===== src/rtl/fft_pkg.sv =====
// Shared types and address helper for the radix-2 DIT butterfly scheduler.
// Address fields are sized for the largest supported transform (LOG2_N = 12);
// users truncate to their own LOG2_N.
package fft_pkg;

    localparam int MAX_LOG2_N = 12;
    localparam int MAX_AW     = MAX_LOG2_N;

    typedef enum logic [1:0] {
        IDLE  = 2'd0,
        RUN   = 2'd1,
        DRAIN = 2'd2,
        DONE  = 2'd3
    } state_t;

    typedef struct packed {
        logic [MAX_AW-1:0] addr_n;
        logic [MAX_AW-1:0] addr_m;
        logic [MAX_AW-1:0] tw;
    } bfly_t;

    // Butterfly k of a stage pairs n = g*2*span + j with m = n + span, where
    // span = 2^stage, j = k mod span, g = k div span. The twiddle index is j
    // scaled up to the N/2-entry ROM.
    function automatic bfly_t bfly_addr(input int unsigned log2_n,
                                        input int unsigned stage,
                                        input int unsigned k);
        int unsigned span;
        int unsigned j;
        int unsigned g;
        int unsigned n;
        int unsigned m;
        int unsigned t;
        bfly_t       r;
        span = 32'd1 << stage;
        j    = k & (span - 32'd1);
        g    = k >> stage;
        n    = (g << (stage + 32'd1)) | j;
        m    = n + span;
        t    = j << (log2_n - 32'd1 - stage);
        r.addr_n = n[MAX_AW-1:0];
        r.addr_m = m[MAX_AW-1:0];
        r.tw     = t[MAX_AW-1:0];
        return r;
    endfunction

endpackage


===== src/rtl/fft_sched_delay.sv =====
// Fixed-latency delay line that turns a butterfly read into its matching write.
// Runs every cycle regardless of controller state, so idle cycles travel through
// as wr_en=0 bubbles. Reset empties it so no stale write can escape an abort.
module fft_sched_delay
    import fft_pkg::*;
#(
    parameter int AW       = 4,
    parameter int PIPE_LAT = 4
) (
    input  logic          clk,
    input  logic          rst,
    input  logic          in_valid,
    input  logic [AW-1:0] in_addr_n,
    input  logic [AW-1:0] in_addr_m,
    output logic          out_valid,
    output logic [AW-1:0] out_addr_n,
    output logic [AW-1:0] out_addr_m
);

    localparam int W = 1 + 2 * AW;

    logic [W-1:0] sr [PIPE_LAT];

    // Shift {valid, addr_n, addr_m} one slot per cycle.
    always_ff @(posedge clk or posedge rst) begin
        if (rst) begin
            for (int i = 0; i < PIPE_LAT; i++) begin
                sr[i] <= '0;
            end
        end else begin
            sr[0] <= {in_valid, in_addr_n, in_addr_m};
            for (int i = 1; i < PIPE_LAT; i++) begin
                sr[i] <= sr[i-1];
            end
        end
    end

    assign {out_valid, out_addr_n, out_addr_m} = sr[PIPE_LAT-1];

endmodule


===== src/rtl/fft_bfly_scheduler.sv =====
// Butterfly issue scheduler for an in-place radix-2 DIT FFT.
// Each stage issues N/2 butterfly reads back to back, then idles PIPE_LAT cycles
// so the last write of the stage lands before the next stage's first read.
// Optional build macro FFT_SCHED_STALL_EN adds a `stall` input that holds issue
// in RUN (k and stage frozen, bubble sent down the write pipe).
//
// state | meaning
// IDLE  | waiting for start
// RUN   | one butterfly read per cycle, k = 0..N/2-1
// DRAIN | no reads, PIPE_LAT cycles for in-flight writes to land
// DONE  | one-cycle done pulse, then back to IDLE
module fft_bfly_scheduler
    import fft_pkg::*;
#(
    parameter int LOG2_N   = 4,
    parameter int PIPE_LAT = 4
) (
    input  logic              clk,
    input  logic              rst,
    input  logic              start,
`ifdef FFT_SCHED_STALL_EN
    input  logic              stall,
`endif
    output logic              busy,
    output logic              done,
    output logic [LOG2_N-1:0] stage,
    output logic              rd_en,
    output logic [LOG2_N-1:0] rd_addr_n,
    output logic [LOG2_N-1:0] rd_addr_m,
    output logic [LOG2_N-2:0] tw_addr,
    output logic              wr_en,
    output logic [LOG2_N-1:0] wr_addr_n,
    output logic [LOG2_N-1:0] wr_addr_m
);

    localparam int AW = LOG2_N;
    localparam int TW = LOG2_N - 1;
    localparam int KW = LOG2_N - 1;
    localparam int DW = (PIPE_LAT > 1) ? $clog2(PIPE_LAT) : 1;

    localparam logic [KW-1:0] K_LAST     = {KW{1'b1}};
    localparam logic [AW-1:0] LAST_STAGE = AW'(LOG2_N - 1);
    localparam logic [DW-1:0] DRAIN_LOAD = DW'(PIPE_LAT - 1);

    state_t        state;
    logic [KW-1:0] k_q;
    logic [DW-1:0] drain_q;
    logic          rd_en_q;
    logic          stall_i;
    logic          issue;
    logic [KW-1:0] k_nxt;
    bfly_t         nxt_k;
    bfly_t         nxt_s;

`ifdef FFT_SCHED_STALL_EN
    assign stall_i = stall;
`else
    assign stall_i = 1'b0;
`endif

    // A read is issued only while the scheduler is offering one and not held.
    assign issue = rd_en_q & ~stall_i;
    assign rd_en = issue;

    // Addresses for the next butterfly in this stage and the first of the next stage.
    assign k_nxt = k_q + 1'b1;
    assign nxt_k = bfly_addr(LOG2_N, 32'(stage), 32'(k_nxt));
    assign nxt_s = bfly_addr(LOG2_N, 32'(stage) + 32'd1, 32'd0);

    // Sequencing FSM with registered status and read-address outputs.
    always_ff @(posedge clk or posedge rst) begin
        if (rst) begin
            state     <= IDLE;
            k_q       <= '0;
            drain_q   <= '0;
            rd_en_q   <= 1'b0;
            busy      <= 1'b0;
            done      <= 1'b0;
            stage     <= '0;
            rd_addr_n <= '0;
            rd_addr_m <= '0;
            tw_addr   <= '0;
        end else begin
            done <= 1'b0;
            case (state)
                IDLE: begin
                    if (start) begin
                        state     <= RUN;
                        busy      <= 1'b1;
                        rd_en_q   <= 1'b1;
                        k_q       <= '0;
                        stage     <= '0;
                        rd_addr_n <= '0;
                        rd_addr_m <= AW'(1);
                        tw_addr   <= '0;
                    end
                end
                RUN: begin
                    if (issue) begin
                        if (k_q == K_LAST) begin
                            state   <= DRAIN;
                            rd_en_q <= 1'b0;
                            drain_q <= DRAIN_LOAD;
                        end else begin
                            k_q       <= k_nxt;
                            rd_addr_n <= nxt_k.addr_n[AW-1:0];
                            rd_addr_m <= nxt_k.addr_m[AW-1:0];
                            tw_addr   <= nxt_k.tw[TW-1:0];
                        end
                    end
                end
                DRAIN: begin
                    if (drain_q == '0) begin
                        if (stage == LAST_STAGE) begin
                            state     <= DONE;
                            busy      <= 1'b0;
                            done      <= 1'b1;
                            stage     <= '0;
                            rd_addr_n <= '0;
                            rd_addr_m <= '0;
                            tw_addr   <= '0;
                        end else begin
                            state     <= RUN;
                            stage     <= stage + 1'b1;
                            k_q       <= '0;
                            rd_en_q   <= 1'b1;
                            rd_addr_n <= nxt_s.addr_n[AW-1:0];
                            rd_addr_m <= nxt_s.addr_m[AW-1:0];
                            tw_addr   <= nxt_s.tw[TW-1:0];
                        end
                    end else begin
                        drain_q <= drain_q - 1'b1;
                    end
                end
                DONE: begin
                    state <= IDLE;
                end
                default: begin
                    state <= IDLE;
                end
            endcase
        end
    end

    fft_sched_delay #(
        .AW       (AW),
        .PIPE_LAT (PIPE_LAT)
    ) u_delay (
        .clk        (clk),
        .rst        (rst),
        .in_valid   (rd_en),
        .in_addr_n  (rd_addr_n),
        .in_addr_m  (rd_addr_m),
        .out_valid  (wr_en),
        .out_addr_n (wr_addr_n),
        .out_addr_m (wr_addr_m)
    );

endmodule


===== config.mk =====
export PLATFORM = sky130hd
export DESIGN_NAME = fft_bfly_scheduler
export DESIGN_NICKNAME = d
export VERILOG_FILES = /design/src/rtl/fft_pkg.sv /design/src/rtl/fft_sched_delay.sv /design/src/rtl/fft_bfly_scheduler.sv
export SDC_FILE = /design/constraint.sdc
export NUM_CORES = 1
export LEC_CHECK = 0
export CELL_PAD_IN_SITES_DETAIL_PLACEMENT = 0
export CELL_PAD_IN_SITES_GLOBAL_PLACEMENT = 1
export CORE_ASPECT_RATIO = 2
export CORE_MARGIN = 2
export CORE_UTILIZATION = 40
export DETAILED_ROUTE_END_ITERATION = 12
export PLACE_DENSITY = 0.74
export SYNTH_ARGS = -nofsm -noshare
export SYNTH_HDL_FRONTEND = slang
export SYNTH_SLANG_ARGS = --single-unit

===== constraint.sdc =====
create_clock -name clk -period 2.67 [get_ports clk]
set_input_delay 0.4005 -clock clk [delete_from_list [all_inputs] [get_ports clk]]
set_output_delay 0.4005 -clock clk [all_outputs]
set_load 0.02 [all_outputs]

; ---- After elaboration in Yosys (flattened, before gate mapping)
; Index checks and enable logic that the tools add are counted.
[classes]
add_sub_neg = 10
eq_ne = 13
shifts = 8
mux = 48
bitwise_logic = 2
reduce_logical = 12
[ops]
columns = cell, count
row1 = 4-bit 2-to-1 mux, 12
row2 = 3-bit by 32-bit AND with 32-bit output, 1
row3 = 1-bit by 32-bit left shift with 3-bit output (first input constant), 1
row4 = 1-bit by 4-bit left shift with 32-bit output (first input constant), 1
row5 = 32-bit by 32-bit left shift with 3-bit output, 1
row6 = 32-bit by 5-bit left shift with 4-bit output, 1
row7 = 32-bit by 6-bit left shift with 4-bit output, 1
row8 = 1-bit by 5-bit >> shifter with 32-bit output (first input constant), 1
row9 = 3-bit by 4-bit >> shifter with 32-bit output, 1
row10 = 32-bit by 1-bit subtractor with 32-bit output (second input constant), 1
row11 = 3-bit 2-to-1 mux, 9
row12 = 4-bit case mux with 3 select lines, 2
row13 = 3-bit case mux with 3 select lines, 2
row14 = 2-bit 2-to-1 mux, 8
row15 = 2-bit inequality test (second input constant), 8
row16 = 4-bit AND reduction, 4
row17 = 1-bit 2-to-1 mux, 10
row18 = 4-bit adder, 2
row19 = 2-bit case mux with 4 select lines, 1
row20 = 4-bit case mux with 2 select lines, 1
row21 = 5-bit by 1-bit adder with 6-bit output (second input constant), 1
row22 = 6-bit AND reduction, 1
row23 = 2-bit by 5-bit subtractor with 6-bit output (first input constant), 1
row24 = 4-bit by 1-bit adder with 5-bit output (second input constant), 1
row25 = 18 further kinds, 21
[totals]
reg_bits = 61
input_bits = 3
out_inout_bits = 27

; ---- Depth between registers and ports, before layout
; Gate-level depths: netlist (run 1).
[logic_depth]
ltp_word = 8
mapped_depth = 14
depth_no_buf = 13

; ---- Hierarchy
; A second synthesis (run 1) with hierarchy kept.
[hier_totals]
cells_unflattened = 239
hier_area_um2 = 2844.0
[modules_own_cells]
columns = mod, instances, cells_each, area_per_inst_um2
row1 = fft_bfly_scheduler, 1, 194, 1879.3
row2 = fft_sched_delay, 1, 45, 964.7

; ---- Worst setup path after synthesis (run 1)
; Ideal clock, no wire load.
[synth_path]
path_type = reg2reg
startpoint = register stage[1]
endpoint = register rd_addr_m[3]
t_arrival_ns = 2.764
t_required_ns = 2.545
setup_slack_ns = -0.219
stages_incl_launch_ff = 15
synth_period_minus_slack_ns = 2.889
path_cell_list = dfrtp_1 buf_2 inv_1 ha_1 buf_2 nor2b_1 nand2_1 o31a_1 inv_1 ha_1 a21o_1 a21oi_1 xnor2_1 xnor2_1 a21oi_1
[synth_between]
elab_chain_len = 8
elab_cells_between_ends = 19
classes_between = add/sub (5) / eq/ne (1) / shift (6) / mux (5) / bitwise (2)
[synth_lines]
columns = element, line
row1 = "start, declared", fft_bfly_scheduler.sv:26  ; output logic [LOG2_N-1:0] stage,
row2 = "start signal, assigned", fft_bfly_scheduler.sv:124  ; stage <= stage + 1'b1;
row3 = branches (longest 7 deep; another with 5-bit by 1-bit adder with 6-bit output), --
row4 = 4-bit case mux with 3 select lines (*), fft_bfly_scheduler.sv:85  ; case (state)
row5 = "end signal, assigned", fft_bfly_scheduler.sv:107  ; rd_addr_m <= nxt_k.addr_m[AW-1:0];
row6 = "end signal, assigned", fft_bfly_scheduler.sv:128  ; rd_addr_m <= nxt_s.addr_m[AW-1:0];
row7 = "end, declared", fft_bfly_scheduler.sv:29  ; output logic [LOG2_N-1:0] rd_addr_m,
; Mark *: on every way between the ends. The select of a mux whose other input is x is not followed.
; A chain may end at the register's enable or synchronous reset.

; ---- Worst setup path in the final report (run 1)
[layout_path]
startpoint = register stage[0]
endpoint = register rd_addr_m[3]
; Same word-level chain as after synthesis.

==> results.yml, run 1 <==
power:
  pwr-share-seq_pct: 28.1
  pwr-share-comb_pct: 42.1
  p_per_area_mw_per_mm2: 1330
  power_frac_clock_pct: 29.8
  vdd_ir_drop_max_v: 0.000677
  switchingPower_mw: 1.65
  p_int_mw: 3.05
  switching_share_pct: 35.1
  p_leak_nw: 1.65
critical_path:
  crit_required_ns: 2.88
  r2r_slack_ns: 0.11
  crit_fanout: 8
  rr_endpoint: "rd_addr_m[3]"
  arrival_ns: 2.76
  endpoint: "rd_addr_m[3]"
  startpoint_type: "register"
  r2r_start: "stage[0]"
  reg2reg_depth: 12
  startpoint: "stage[0]"
  cp-end-kind: "register"
  critPathKind: "register to register"
sta:
  tightest_slew_ns: 0.476
  finalHoldViolCount: 0
  finalSetupViolCount: 0
  fin_tns_setup_ns: 0
  rsz0062_at_grt: "false"
  post-route-period-util_pct: 95.8
  slew_headroom_pct: 68.2
  slew_viol_final: 0
  fmax_mhz: 391
  finClkSkew_ns: 0.00393
  setup_ws_ns: 0.113
  period_minus_slack_ns: 2.56
final_layout:
  area_growth_pct: 31.8
  multi_input_area_mm2: 0.00104
  nFillCells: 574
  final_util_pct: 53.9
  ff_latch_area_mm2: 0.00153
  fin_area_mm2: 0.00354
  finish.net_count: 303
  drive_above_1_share_pct: 17.7
  n_antenna_cell: 0
  stdcell_count: 376
synth:
  synth_top_family_by_area: "simple AND/OR/NAND/NOR gates"
  yosysTopAreaCellShare_pct: 56.8
  seq_area_frac_synth_pct: 56.8
  synth_xor_area_share_pct: 1.63
  syn_avg_cell_area_um2: 11.2
  synth_ff_type: "dfrtp_1"
  synthSimpleGateAreaFrac_pct: 14.0
  ys_top_cells_by_area: "dfrtp_1, ha_1, nand2_1"
  synth-compound-area-share_pct: 13.4
  synth_top_area_cell: "dfrtp_1"
  synth_seq_cells: 61
  syn_inst: 240
  synth.most_common_cell: "dfrtp_1"
  syn_nets: 260
  synthArstFlopShare_pct: 100
  ys_warn_count: 1
  netlist_top_cells_count: "dfrtp_1, nand2_1, ha_1, o21ai_0, inv_1"
  muxShareOfSynthArea_pct: 0.419
  synth_fa_ha_area_share_pct: 8.19
  yosysUniqueCellTypes: 45
  synth_edf_count: 0
  netlist_area_mm2: 0.00269
die:
  ioPinCount: 30
  dieHeight_um: 120
  core-area_mm2: 0.00657
  dieArea_mm2: 0.00743
  initial_core_util_pct: 40.9
  fp-row-count: 42
  die_w_um: 62.0
global_route:
  grt_pass1_wl_um: 9380
  track_usage_pct: 17.8
  antenna_found_initial: 0
  overflow: 0
  grt_max_degree: 62
  grt_pass1_vias: 1938
routing:
  drt_iter0_markers: 76
  vias: 1924
  routedWlPerCell_um: 15.2
  ant_nets: 0
  vias_per_cell: 5.12
  firstDrtPassIters: 4
  wirelength_um: 5700
  drc: 0
status:
  status: "complete, no violations"
cts:
  clkLatencyLatePin_ns: 0.32
  clk_pin_slew_ns: 0.05
  cts_root_buf: "clkbuf_16"
  cts_tree: "yes"
  cts.sinks: 61
  cts.hold.buffers_added: 0
  htree_num_levels: 3
  numCtsBuffers: 9
  cts_max_path_buffers: 2
placed_design:
  placed_area_mm2: 0.00314
  gp_congestion: 0.853
  dp.cells: 357
  dp_hpwl_um: 4200
  dp_worst_setup_slack_ns: 0.0340
  io_buffers: 29
worst_hold_path:
  hold_class: "register to register"
flow_run:
  cap_violations: 0
==> per-stage QoR <==
| step | power [mW] | hold slack (ns) |
|---|---|---|
| 2_1_floorplan | 2.64 | 0.331 |
| 3_3_place_gp | 3.22 | 0.332 |
| 3_5_place_dp | 3.26 | 0.335 |
| 4_1_cts | 4.69 | 0.347 |
| 5_1_grt | 5.02 | 0.352 |
| 6_report | 4.69 | 0.345 |
==> placed cells by master (no fill, tap or decap), types with 2 or more instances in the layout <==
master           instances
a21o_1                   2
xnor2_1                  4
inv_2                    2
a31oi_1                  3
buf_4                   17
ha_2                     4
nand2_1                 27
ha_1                    12
clkdlybuf4s50_1         29
a21oi_1                 10
nand3_1                 10
nand4_1                  2
clkbuf_16                9
inv_1                   13
nand2b_1                 7
dfrtp_1                 59
o21ai_0                 15
nor2_1                   9
o21ai_1                  3
nor2b_4                  2
a32oi_1                  2
o22ai_1                  3
a22o_1                   4
nand3_2                  2
dfrtp_2                  2
and3_1                   3
bufinv_16                4
a211oi_1                 2
==> how the worst min path moves through the flow <==
stage | slack (ns) | endpoint | cells past startpoint | start
after global placement | 0.33 | u_delay.sr[17] | 0 | u_delay.sr[26]
after CTS | 0.35 | u_delay.sr[26] | 0 | u_delay.sr[35]
final | 0.35 | u_delay.sr[22] | 0 | u_delay.sr[31]
after global routing | 0.35 | u_delay.sr[22] | 0 | u_delay.sr[31]
after detailed placement | 0.33 | u_delay.out_valid | 0 | u_delay.sr[17]
after floorplan | 0.33 | u_delay.out_addr_m[0] | 0 | u_delay.sr[9]
==> routing by layer <==
metal / track usage [%] / part of all wire [%] / routed length [um] / vias to the layer above
met5: 0 / 0 / 0 / -
met4: 11.6 / 5.7 / 326 / 0
met3: 5.82 / 3.6 / 204 / 21
met2: 29.1 / 56 / 3200 / 45
met1: 18.3 / 35 / 1970 / 942
li1: - / - / - / 916
==> area by class of cell <==
| cell class | count | area share [%] |
|---|---|---|
| clock buffer | 10 | 6.47 |
| clock inverter | 6 | 3.78 |
| inverter | 15 | 1.59 |
| multi-input combinational | 149 | 29.5 |
| sequential | 61 | 43.2 |
| tap | 88 | 3.11 |
| timing repair buffer | 47 | 12.4 |
==> power groups by stage <==
stage                     Sequential (mW)  Clock, mW  Combinational, mW
final                                1.32       1.40               1.98
after global routing                 1.36       1.48               2.18
after CTS                            1.32       1.43               1.93
after detailed placement             1.34          0               1.92
after global placement               1.32          0               1.90
after floorplan                      1.38          0               1.26
==> repair_timing <==
action / CTS / global route
resized for setup: 0 / 7
setup buffers: 0 / 3
setup endpoints to repair: 0 / 2
==> registers in the layout, summed over array words and instances, names as in the netlist <==
register,count
tw_addr,3
drain_q,2
state,2
rd_addr_n,4
stage,4
done,1
busy,1
u_delay.sr,27
k_q,3
rd_addr_m,4
u_delay.out_addr_n,4
u_delay.out_valid,1
u_delay.out_addr_m,4
rd_en,1
==> cell families (layout without fill, tap and decap cells) <==
family / after synthesis / in the layout
compound gates: 55 / 55
xor+xnor: 5 / 5
fa+ha+maj: 17 / 17
buf+inv: 30 / 78
flops: 61 / 61
mux: 1 / 1
simple gates: 71 / 71
==> critical path, stage by stage (launching register included) <==
cell and delay, ns:
dfrtp_2 0.45, ha_2 0.20, ha_1 0.29, nor2b_4 0.16
nand2_1 0.06, o31a_1 0.29, inv_1 0.07, ha_1 0.22
a21o_1 0.20, a21oi_2 0.15, xnor2_1 0.14, xnor2_1 0.14
a21oi_1 0.08
No activity file was read; power rests on OpenSTA's default activity.
==> run 2, diff against run 1 <==
CTS_BUF_LIST = sky130_fd_sc_hd__clkbuf_2   (was not set)
TNS_END_PERCENT = 5   (was not set)
==> results.yml, run 2 (synthesis gave the netlist of run 1 again) <==
critical_path:
  crit_fanout: 8
  r2r_start: "stage[0]"
  cp_cell_sequence: "inv_1 > buf_4 > ha_1 > nor3b_2 > xor2_1 > nand2_1 > nand2_1 > ha_1 > a21oi_2 > xnor2_1 > xnor2_1 > a21oi_1"
  rr_endpoint: "rd_addr_m[3]"
  startpoint_type: "register"
  cp_slowest_cell: "dfrtp_2"
  crit_required_ns: 3.07
  cp-end-kind: "register"
  reg2reg_depth: 12
  r2r_slack_ns: 0.14
  critPathKind: "register to register"
  arrival_ns: 2.93
  cpPeakStageDelay_ns: 0.49
sta:
  fmax_mhz: 395
  slew_headroom_pct: 69.1
  period_minus_slack_ns: 2.53
  finalSetupViolCount: 0
  tightest_slew_ns: 0.462
  slew_viol_final: 0
  setup_ws_ns: 0.138
  finClkSkew_ns: 0.0200
  finalHoldViolCount: 0
  post-route-period-util_pct: 94.8
final_layout:
  nFillCells: 591
  ff_latch_area_mm2: 0.00153
  finish.net_count: 303
  final_util_pct: 51.2
  stdcell_count: 376
  n_antenna_cell: 0
  regMostFlops: "u_delay.sr"
  drive_above_1_share_pct: 18.1
  multi_input_area_mm2: 0.00104
  largest_register_ffs: 27
  final_common_cell: "dfrtp_1"
  final_cell_mix: "dfrtp_1, clkdlybuf4s50_1, nand2_1, buf_4, o21ai_0"
  area_growth_pct: 25.1
power:
  p_leak_nw: 1.58
  p_per_area_mw_per_mm2: 1230
  vdd_ir_drop_max_v: 0.000552
routing:
  ant_nets: 0
  routedWlPerCell_um: 14.9
  vias: 1905
  firstDrtPassIters: 4
  vias_per_cell: 5.07
  drt_iter0_markers: 48
  wirelength_um: 5610
  drc: 0
cts:
  cts_root_buf: "clkbuf_2"
  cts_max_path_buffers: 2
  clk_pin_slew_ns: 0.16
  cts.hold.buffers_added: 0
  htree_num_levels: 3
  numCtsBuffers: 9
  cts.sinks: 61
  clkLatencyLatePin_ns: 0.50
  cts_tree: "yes"
die:
  ioPinCount: 30
  dieArea_mm2: 0.00743
  core-area_mm2: 0.00657
  dieHeight_um: 120
  initial_core_util_pct: 40.9
  fp-row-count: 42
  die_w_um: 62.0
global_route:
  track_usage_pct: 17.5
  grt_pass1_vias: 1900
  grt_max_degree: 62
  overflow: 0
  grt_pass1_wl_um: 9240
  antenna_found_initial: 0
placed_design:
  dp_hpwl_um: 4200
  dp_worst_setup_slack_ns: 0.0340
  io_buffers: 29
  dp.cells: 357
  gp_congestion: 0.853
status:
  status: "complete, no violations"
worst_hold_path:
  hold_class: "input port to asynchronous set/reset pin"
flow_run:
  cap_violations: 0
[run 2: cell types whose count changed in the layout (fill, tap and decap cells not counted)]
cell and delta:
clkbuf_2 +10, clkbuf_16 -9, clkbuf_1 -1
[run 2: cell type report]
type,instances,share of cell area [%]
well taps,88,3.28
clock inverters,6,3.98
flip-flops and latches,61,45.5
repair buffers,47,13.0
clock buffers,10,1.49
multi-input cells,149,31.1
inverters,15,1.67
[run 2: critical path: cells and delay by family (launching register included)]
kind | cells | cell delay [ns]
AND/OR/NAND/NOR | 3 | 0.59
flip-flops | 1 | 0.49
XOR/XNOR | 3 | 0.47
adder cells (fa/ha/maj) | 2 | 0.40
buffers and inverters | 2 | 0.24
AO/OA/AOI/OAI | 2 | 0.24
[run 2: report_power, final]
| group | internal (mW) | total, mW | switching (mW) |
|---|---|---|---|
| sequential | 1.17 | 1.31 | 0.141 |
| clock | 0.504 | 0.841 | 0.337 |
| combinational | 0.863 | 1.97 | 1.11 |
| total | 2.54 | 4.12 | 1.59 |
[run 2: metal layers]
layer / up-vias / share of wire, % / GRT usage, %
met4: 0 / 4.2 / 11.6
met3: 19 / 3.8 / 5.06
met5: - / 0 / 0
met1: 913 / 36 / 18.5
li1: 925 / - / -
met2: 48 / 56 / 28.5
[run 2: metrics by stage]
stage / area [um2] / hold slack [ns] / power (mW) / setup TNS (ns)
3_5_place_dp: 3140 / 0.335 / 3.26 / 0
3_3_place_gp: 3140 / 0.332 / 3.22 / 0
4_1_cts: 3320 / 0.211 / 4.12 / 0
6_report: 3360 / 0.261 / 4.12 / 0
5_1_grt: 3360 / 0.258 / 4.44 / -0.00307
2_1_floorplan: 2710 / 0.331 / 2.64 / 0
[run 2: worst max path at each step]
stage | cells past startpoint | slack (ns) | end | from
finish | 12 | 0.14 | rd_addr_m[3] | stage[0]
global route | 12 | -0.003 | rd_addr_m[3] | stage[2]
CTS | 12 | 0.02 | rd_addr_m[3] | stage[2]
detailed placement | 12 | 0.03 | rd_addr_m[3] | stage[2]
global placement | 12 | 0.05 | rd_addr_m[3] | stage[2]
floorplan | 14 | 0.002 | rd_addr_m[3] | stage[1]
[run 2: timing repair]
item / 4_1_cts / 5_1_grt
setup endpoints to repair: 0 / 2
setup buffers: 0 / 3
gates resized for setup: 0 / 7
